$ cat src/rtl/hazard_pkg.sv
// Shared definitions for the hazard/scoreboard unit: redirect codes, result
// select encodings and the register index type.
package hazard_pkg;

  typedef logic [4:0] regidx_t;

  localparam logic [2:0] PC_SEQ  = 3'b000;
  localparam logic [2:0] PC_BR   = 3'b001;
  localparam logic [2:0] PC_JAL  = 3'b010;
  localparam logic [2:0] PC_PRED = 3'b011;
  localparam logic [2:0] PC_JALR = 3'b100;

  localparam logic [2:0] RES_LOAD = 3'b100;

  // Codes that redirect fetch and therefore kill everything younger than B.
  function automatic logic is_redirect(input logic [2:0] pc_src);
    return (pc_src == PC_BR) || (pc_src == PC_JAL) || (pc_src == PC_JALR);
  endfunction

endpackage

$ cat src/rtl/hazard_scoreboard.sv
// Pending-register scoreboard, outstanding long-op count and stuck-op watchdog
// for the out-of-order long-latency unit.
module hazard_scoreboard
  import hazard_pkg::*;
#(
  parameter int NREGS   = 32,
  parameter int DEPTH   = 4,
  parameter int TIMEOUT = 64
) (
  input  logic             clk,
  input  logic             rst_n,
  input  logic             issue_valid,
  input  regidx_t          issue_rd,
  input  logic             done,
  input  regidx_t          done_rd,
  output logic [NREGS-1:0] pending,
  output logic             busy,
  output logic             error
);

  localparam int CW = $clog2(DEPTH + 1);
  localparam int WW = $clog2(TIMEOUT + 1);

  logic [CW-1:0]    count;
  logic [WW-1:0]    wd;
  logic [NREGS-1:0] pending_next;
  logic             done_valid;
  logic             up;
  logic             down;

  assign done_valid = done && (count != '0);
  assign up         = issue_valid && !done_valid && (count != CW'(DEPTH));
  assign down       = done_valid && !issue_valid;
  assign busy       = (count == CW'(DEPTH));

  // Set after clear so a fresh issue to a register still in flight wins.
  always_comb begin
    pending_next = pending;
    if (done_valid) pending_next[done_rd] = 1'b0;
    if (issue_valid && (issue_rd != '0)) pending_next[issue_rd] = 1'b1;
  end

  always_ff @(posedge clk or negedge rst_n) begin
    if (!rst_n) begin
      pending <= '0;
      count   <= '0;
    end else begin
      pending <= pending_next;
      if (up) count <= count + 1'b1;
      else if (down) count <= count - 1'b1;
    end
  end

  always_ff @(posedge clk or negedge rst_n) begin
    if (!rst_n) begin
      wd    <= '0;
      error <= 1'b0;
    end else begin
      if ((count == '0) || done) wd <= '0;
      else if (wd != WW'(TIMEOUT)) wd <= wd + 1'b1;
      if ((count != '0) && !done && (wd == WW'(TIMEOUT - 1))) error <= 1'b1;
    end
  end

endmodule

$ cat src/rtl/hazard_scoreboard_unit.sv
// Pipeline hazard unit: N-source forwarding, load-use and scoreboard stalls,
// redirect flushes and saturating stall/flush performance counters.
module hazard_scoreboard_unit
  import hazard_pkg::*;
#(
  parameter int NSRC    = 3,
  parameter int NREGS   = 32,
  parameter int DEPTH   = 4,
  parameter int TIMEOUT = 64,
  parameter int CNTW    = 16,
  localparam int FWDW   = $clog2(NSRC + 1)
) (
  input  logic              clk,
  input  logic              rst_n,
  input  regidx_t           Rs1D,
  input  regidx_t           Rs2D,
  input  regidx_t           RdD,
  input  logic              RegWriteD,
  input  logic              LongOpD,
  input  regidx_t           Rs1E,
  input  regidx_t           Rs2E,
  input  regidx_t           RdE,
  input  logic [2:0]        ResultSrcE,
  input  logic [2:0]        ResultSrcB,
  input  regidx_t           RdB,
  input  logic              LongIssueE,
  input  logic [NSRC*5-1:0] FwdRd,
  input  logic [NSRC-1:0]   FwdRegWrite,
  input  logic              LongDone,
  input  regidx_t           LongDoneRd,
  input  logic [2:0]        PCSrcB,
  output logic              StallF,
  output logic              StallD,
  output logic              FlushD,
  output logic              FlushE,
  output logic              FlushB,
  output logic [FWDW-1:0]   ForwardAE,
  output logic [FWDW-1:0]   ForwardBE,
  output logic              LongKill,
  output logic              LongBusy,
  output logic              Error,
  output logic [CNTW-1:0]   StallCycles,
  output logic [CNTW-1:0]   FlushEvents
);

  logic [NREGS-1:0] pending;
  logic c_stall;
  logic d_stall;
  logic l_stall;
  logic sb_stall;
  logic hold;

  // Walk from oldest to youngest so the youngest matching source is left last.
  always_comb begin
    ForwardAE = '0;
    ForwardBE = '0;
    for (int i = NSRC - 1; i >= 0; i--) begin
      if (FwdRegWrite[i] && (FwdRd[i*5 +: 5] == Rs1E) && (Rs1E != '0))
        ForwardAE = FWDW'(i + 1);
      if (FwdRegWrite[i] && (FwdRd[i*5 +: 5] == Rs2E) && (Rs2E != '0))
        ForwardBE = FWDW'(i + 1);
    end
  end

  assign c_stall = is_redirect(PCSrcB);
  assign d_stall = (PCSrcB == PC_PRED);

  assign l_stall = ((ResultSrcE == RES_LOAD) && (RdE != '0) && ((RdE == Rs1D) || (RdE == Rs2D)))
                || ((ResultSrcB == RES_LOAD) && (RdB != '0) && ((RdB == Rs1D) || (RdB == Rs2D)));

  assign sb_stall = ((Rs1D != '0) && pending[Rs1D])
                 || ((Rs2D != '0) && pending[Rs2D])
                 || (RegWriteD && (RdD != '0) && pending[RdD])
                 || (LongIssueE && (RdE != '0) && ((RdE == Rs1D) || (RdE == Rs2D) || (RdE == RdD)))
                 || (LongOpD && LongBusy);

  assign hold     = (l_stall || sb_stall) && !c_stall;
  assign StallF   = hold;
  assign StallD   = hold;
  assign FlushE   = hold || c_stall;
  assign FlushD   = c_stall || d_stall;
  assign FlushB   = c_stall;
  assign LongKill = LongIssueE && c_stall;

  hazard_scoreboard #(
    .NREGS  (NREGS),
    .DEPTH  (DEPTH),
    .TIMEOUT(TIMEOUT)
  ) u_scoreboard (
    .clk        (clk),
    .rst_n      (rst_n),
    .issue_valid(LongIssueE && !c_stall),
    .issue_rd   (RdE),
    .done       (LongDone),
    .done_rd    (LongDoneRd),
    .pending    (pending),
    .busy       (LongBusy),
    .error      (Error)
  );

  always_ff @(posedge clk or negedge rst_n) begin
    if (!rst_n) begin
      StallCycles <= '0;
      FlushEvents <= '0;
    end else begin
      if (StallD && (StallCycles != '1)) StallCycles <= StallCycles + 1'b1;
      if (FlushB && (FlushEvents != '1)) FlushEvents <= FlushEvents + 1'b1;
    end
  end

endmodule

$ cat config.mk
export PLATFORM = sky130hd
export DESIGN_NAME = hazard_scoreboard_unit
export DESIGN_NICKNAME = d
export VERILOG_FILES = /design/src/rtl/hazard_pkg.sv /design/src/rtl/hazard_scoreboard.sv /design/src/rtl/hazard_scoreboard_unit.sv
export SDC_FILE = /design/constraint.sdc
export NUM_CORES = 1
export LEC_CHECK = 0
export BUFFER_PORTS_ARGS = -buffer_cell sky130_fd_sc_hd__buf_2
export CORE_MARGIN = 2
export CORE_UTILIZATION = 55
export CTS_CLUSTER_DIAMETER = 120
export CTS_CLUSTER_SIZE = 20
export DETAILED_ROUTE_END_ITERATION = 16
export MAX_ROUTING_LAYER = met4
export PLACE_DENSITY = 0.81
export REMOVE_ABC_BUFFERS = 1
export SLEW_MARGIN = 20
export SYNTH_ARGS = -nofsm -noshare
export SYNTH_HDL_FRONTEND = slang
export SYNTH_SLANG_ARGS = --single-unit
$ cat constraint.sdc
create_clock -name clk -period 3.45 [get_ports clk]
set_input_delay 0.1725 -clock clk [delete_from_list [all_inputs] [get_ports clk]]
set_output_delay 0.1725 -clock clk [all_outputs]
set_load 0.03 [all_outputs]
==> impl_metrics.yaml <==
final_layout:
  final_common_cell: "buf_2"
  mostFrequentLayoutCells: "buf_2, dfrtp_1, o21ai_0, xnor2_1, xor2_1"
  syn2layout_area_growth_pct: 16.12
  multiInputGateArea_mm2: 0.003050
  final_design_area_no_fill_mm2: 0.005894
  final.fill_count: 751
  postLayoutCoreUtil_pct: 64.71
  drive_gt1_share_pct: 28.06
  diodes: 0
  fin_nets: 686
  regArea_mm2: 0.001877
drt:
  drt_first_pass_iters: 5
  drtIter0Drc: 302
  route.met2.wl_mm: 6.310
  met1_length_mm: 5.255
  maxUsedRoutingLayer: "met4"
  vias: 4457
  remaining_drc_errors: 0
  drt-wirelength-per-cell_um: 17.61
  drtAntennaViolNets: 0
  avgViaCountPerCell: 6.156
  wl_met3_um: 906
  routed_wirelength_mm: 12.75
pwr:
  p_leak_nw: 2.681
  p_comb_share_pct: 35.6
  vdd_drop_max_v: 0.0002246
  switching_share_pct: 39.19
  p_sw_w: 0.001167
  p_per_area_mw_per_mm2: 505.1
  clkPwrFrac_pct: 21.3
  p_seq_share_pct: 43.1
  p_int_w: 0.001810
  power_w: 0.002977
floorplanning:
  core-area_mm2: 0.009109
  dieHeight_um: 100.1
  initial_core_util_pct: 55.73
  placementRows: 35
  ios: 117
  die_w_um: 100.1
  dieArea_mm2: 0.01001
critical_path:
  worstPathMaxFanout: 4
  startpoint: "u_scoreboard.pending[10]"
  cp.required_ns: 3.28
  worstPathArrival_ns: 2.84
  reg2reg_from: "u_scoreboard.pending[10]"
  r2r_slack_ns: 0.75
  criticalPathCategory: "reg -> out"
  rr_worst_depth: 7
  endpoint_kind: "primary output"
  startpoint_type: "register"
timing:
  setup_violations: 0
  fin_tns_setup_ns: 0
  tightest_slew_ns: 0.6378
  slew_headroom_pct: 57.48
  grt_setup_unrepaired: "no"
  fin_skew_ns: 0.01259
  drv_slew: 0
  whs_ns: 0.1630
  hold_viol: 0
  min_period_over_period_pct: 87.30
  fmax_mhz: 332.0
  min_period_ns: 3.012
clock_network:
  cts_tree: "yes"
  cts_buffers: 9
  htreeDepth: 3
  clk_pin_slew_worst_paths_ns: 0.08
  clock_path_buffers: 2
  clock_latency_ns: 0.36
  post_cts_resized: 0
  cts-root-buf: "clkbuf_8"
  clock_sinks: 75
grt:
  globalRouteOverflowTotal: 0
  grt_pass1_wl_mm: 20.89
  grt_use_total_pct: 27.15
  grt_pass1_vias: 4380
  antenna_found_initial: 0
  grt_max_degree: 49
status:
  status: "finished, final reports clean"
placed_design:
  portBuffers: 116
  gp_congestion: 0.9523
  post-dp-hpwl_mm: 9.527
  placed_area_mm2: 0.005699
logic_synthesis:
  ys_ff_latch: 75
  ys_types: 61
  avgSynthCellArea_um2: 10.21
  yosysWarnings: 0
  ys_async_sr_fraction_pct: 100.0
  ys_seq_area_share_pct: 36.97
  ys.flop_type: "dfrtp_1"
  synthCells: 497
  netlist_area_mm2: 0.005076
  synth_edf_count: 0
min_path:
  hold_path.class: "in -> reg"
  worstHoldStart: "RdE[0]"
  whs_path_depth: 2
run:
  cap_violations: 0
## critical path, cell delays in order (launching register included)
cell and delay (ns):
dfrtp_1 0.42, mux4_1 0.51, mux4_2 0.45, and2_1 0.17, nor4b_2 0.37, and4_2 0.32, nor2_1 0.07, buf_2 0.18
## through the flow
| step | setup WS (ns) | std cells |
|---|---|---|
| floorplan | 0.7323 | 476 |
| global placement | 0.6455 | 707 |
| detailed placement | 0.6080 | 707 |
| CTS | 0.4243 | 724 |
| global route | 0.2912 | 724 |
| finish | 0.4383 | 724 |
## routing by layer
metal	vias up	track usage, %
li1	2051	-
met1	2182	34.44
met2	200	43.66
met3	24	4.944
met4	0	10.54
met5	-	-
## cell type report
class                      instances  share of cell area (%)
tap                              111                   2.356
timing repair buffer             121                   10.53
sequential                        75                   31.84
clock inverter                     7                   1.040
clock buffer                       9                   2.101
inverter                           6                  0.3821
multi-input combinational        395                   51.75
## Yosys cell counts (2+ instances only)
cell,instances,share of area (%)
a22oi_1,2,0.30
clkbuf_1,11,0.81
mux4_2,14,6.2
nor2_1,28,2.1
a21oi_1,2,0.20
nand4_1,15,1.8
ha_1,4,0.99
or3_1,7,0.86
nand3_1,24,2.4
a31oi_1,2,0.25
mux2_2,7,1.6
a21o_1,2,0.30
nand3b_1,9,1.3
nor4_1,5,0.62
buf_6,3,0.67
nand3_2,2,0.39
dfrtp_1,75,37
nor2b_1,7,0.86
or4_1,6,0.89
a2111oi_0,2,0.35
nor4b_1,2,0.35
o21ai_0,64,6.3
nand2_1,26,1.9
inv_1,6,0.44
mux4_1,8,4.1
nor3_1,6,0.59
o22ai_1,2,0.25
or3b_2,5,0.86
xnor2_1,51,8.8
nor3b_1,3,0.44
xor2_1,40,6.9
buf_2,3,0.30
and2_1,4,0.49
or2_2,2,0.25
and3_1,15,1.8
mux2i_1,8,1.6
## what timing repair did
action,CTS,global route
buffers inserted,0,0
hold buffers,1,0
hold endpoints to repair,27,0
## power by group through the flow
stage                     sequential [W]  combinational [W]  clock [W]
final                            0.00128            0.00106   0.000635
after global routing             0.00131            0.00116   0.000691
after CTS                        0.00127            0.00106   0.000650
after detailed placement         0.00129            0.00106          0
after global placement           0.00128            0.00103          0
after floorplan                  0.00137           0.000591          0
## kinds of logic after synthesis
kind of cell,count (synthesis),synth area share [%]
mux,37,13.48
xor+xnor,91,15.70
buf+inv,27,2.933
compound gates,86,9.663
fa+ha+maj,5,1.380
simple gates,176,19.87
flops,75,36.97
## flip-flops by register name, summed over array words and instances, names as in the netlist
| name | flops |
|---|---|
| u_scoreboard.wd | 7 |
| FlushEvents | 16 |
| u_scoreboard.count | 3 |
| u_scoreboard.error | 1 |
| StallCycles | 16 |
| u_scoreboard.pending | 32 |
## final timing paths
path	endpoint
max in group asynchronous	u_scoreboard.wd[4]
max	StallD
min	u_scoreboard.pending[4]
max reg2reg	StallCycles[1]
min reg2reg	u_scoreboard.count[2]
min in group asynchronous	u_scoreboard.pending[16]
Note: power is estimated with default switching activity, not from simulation.
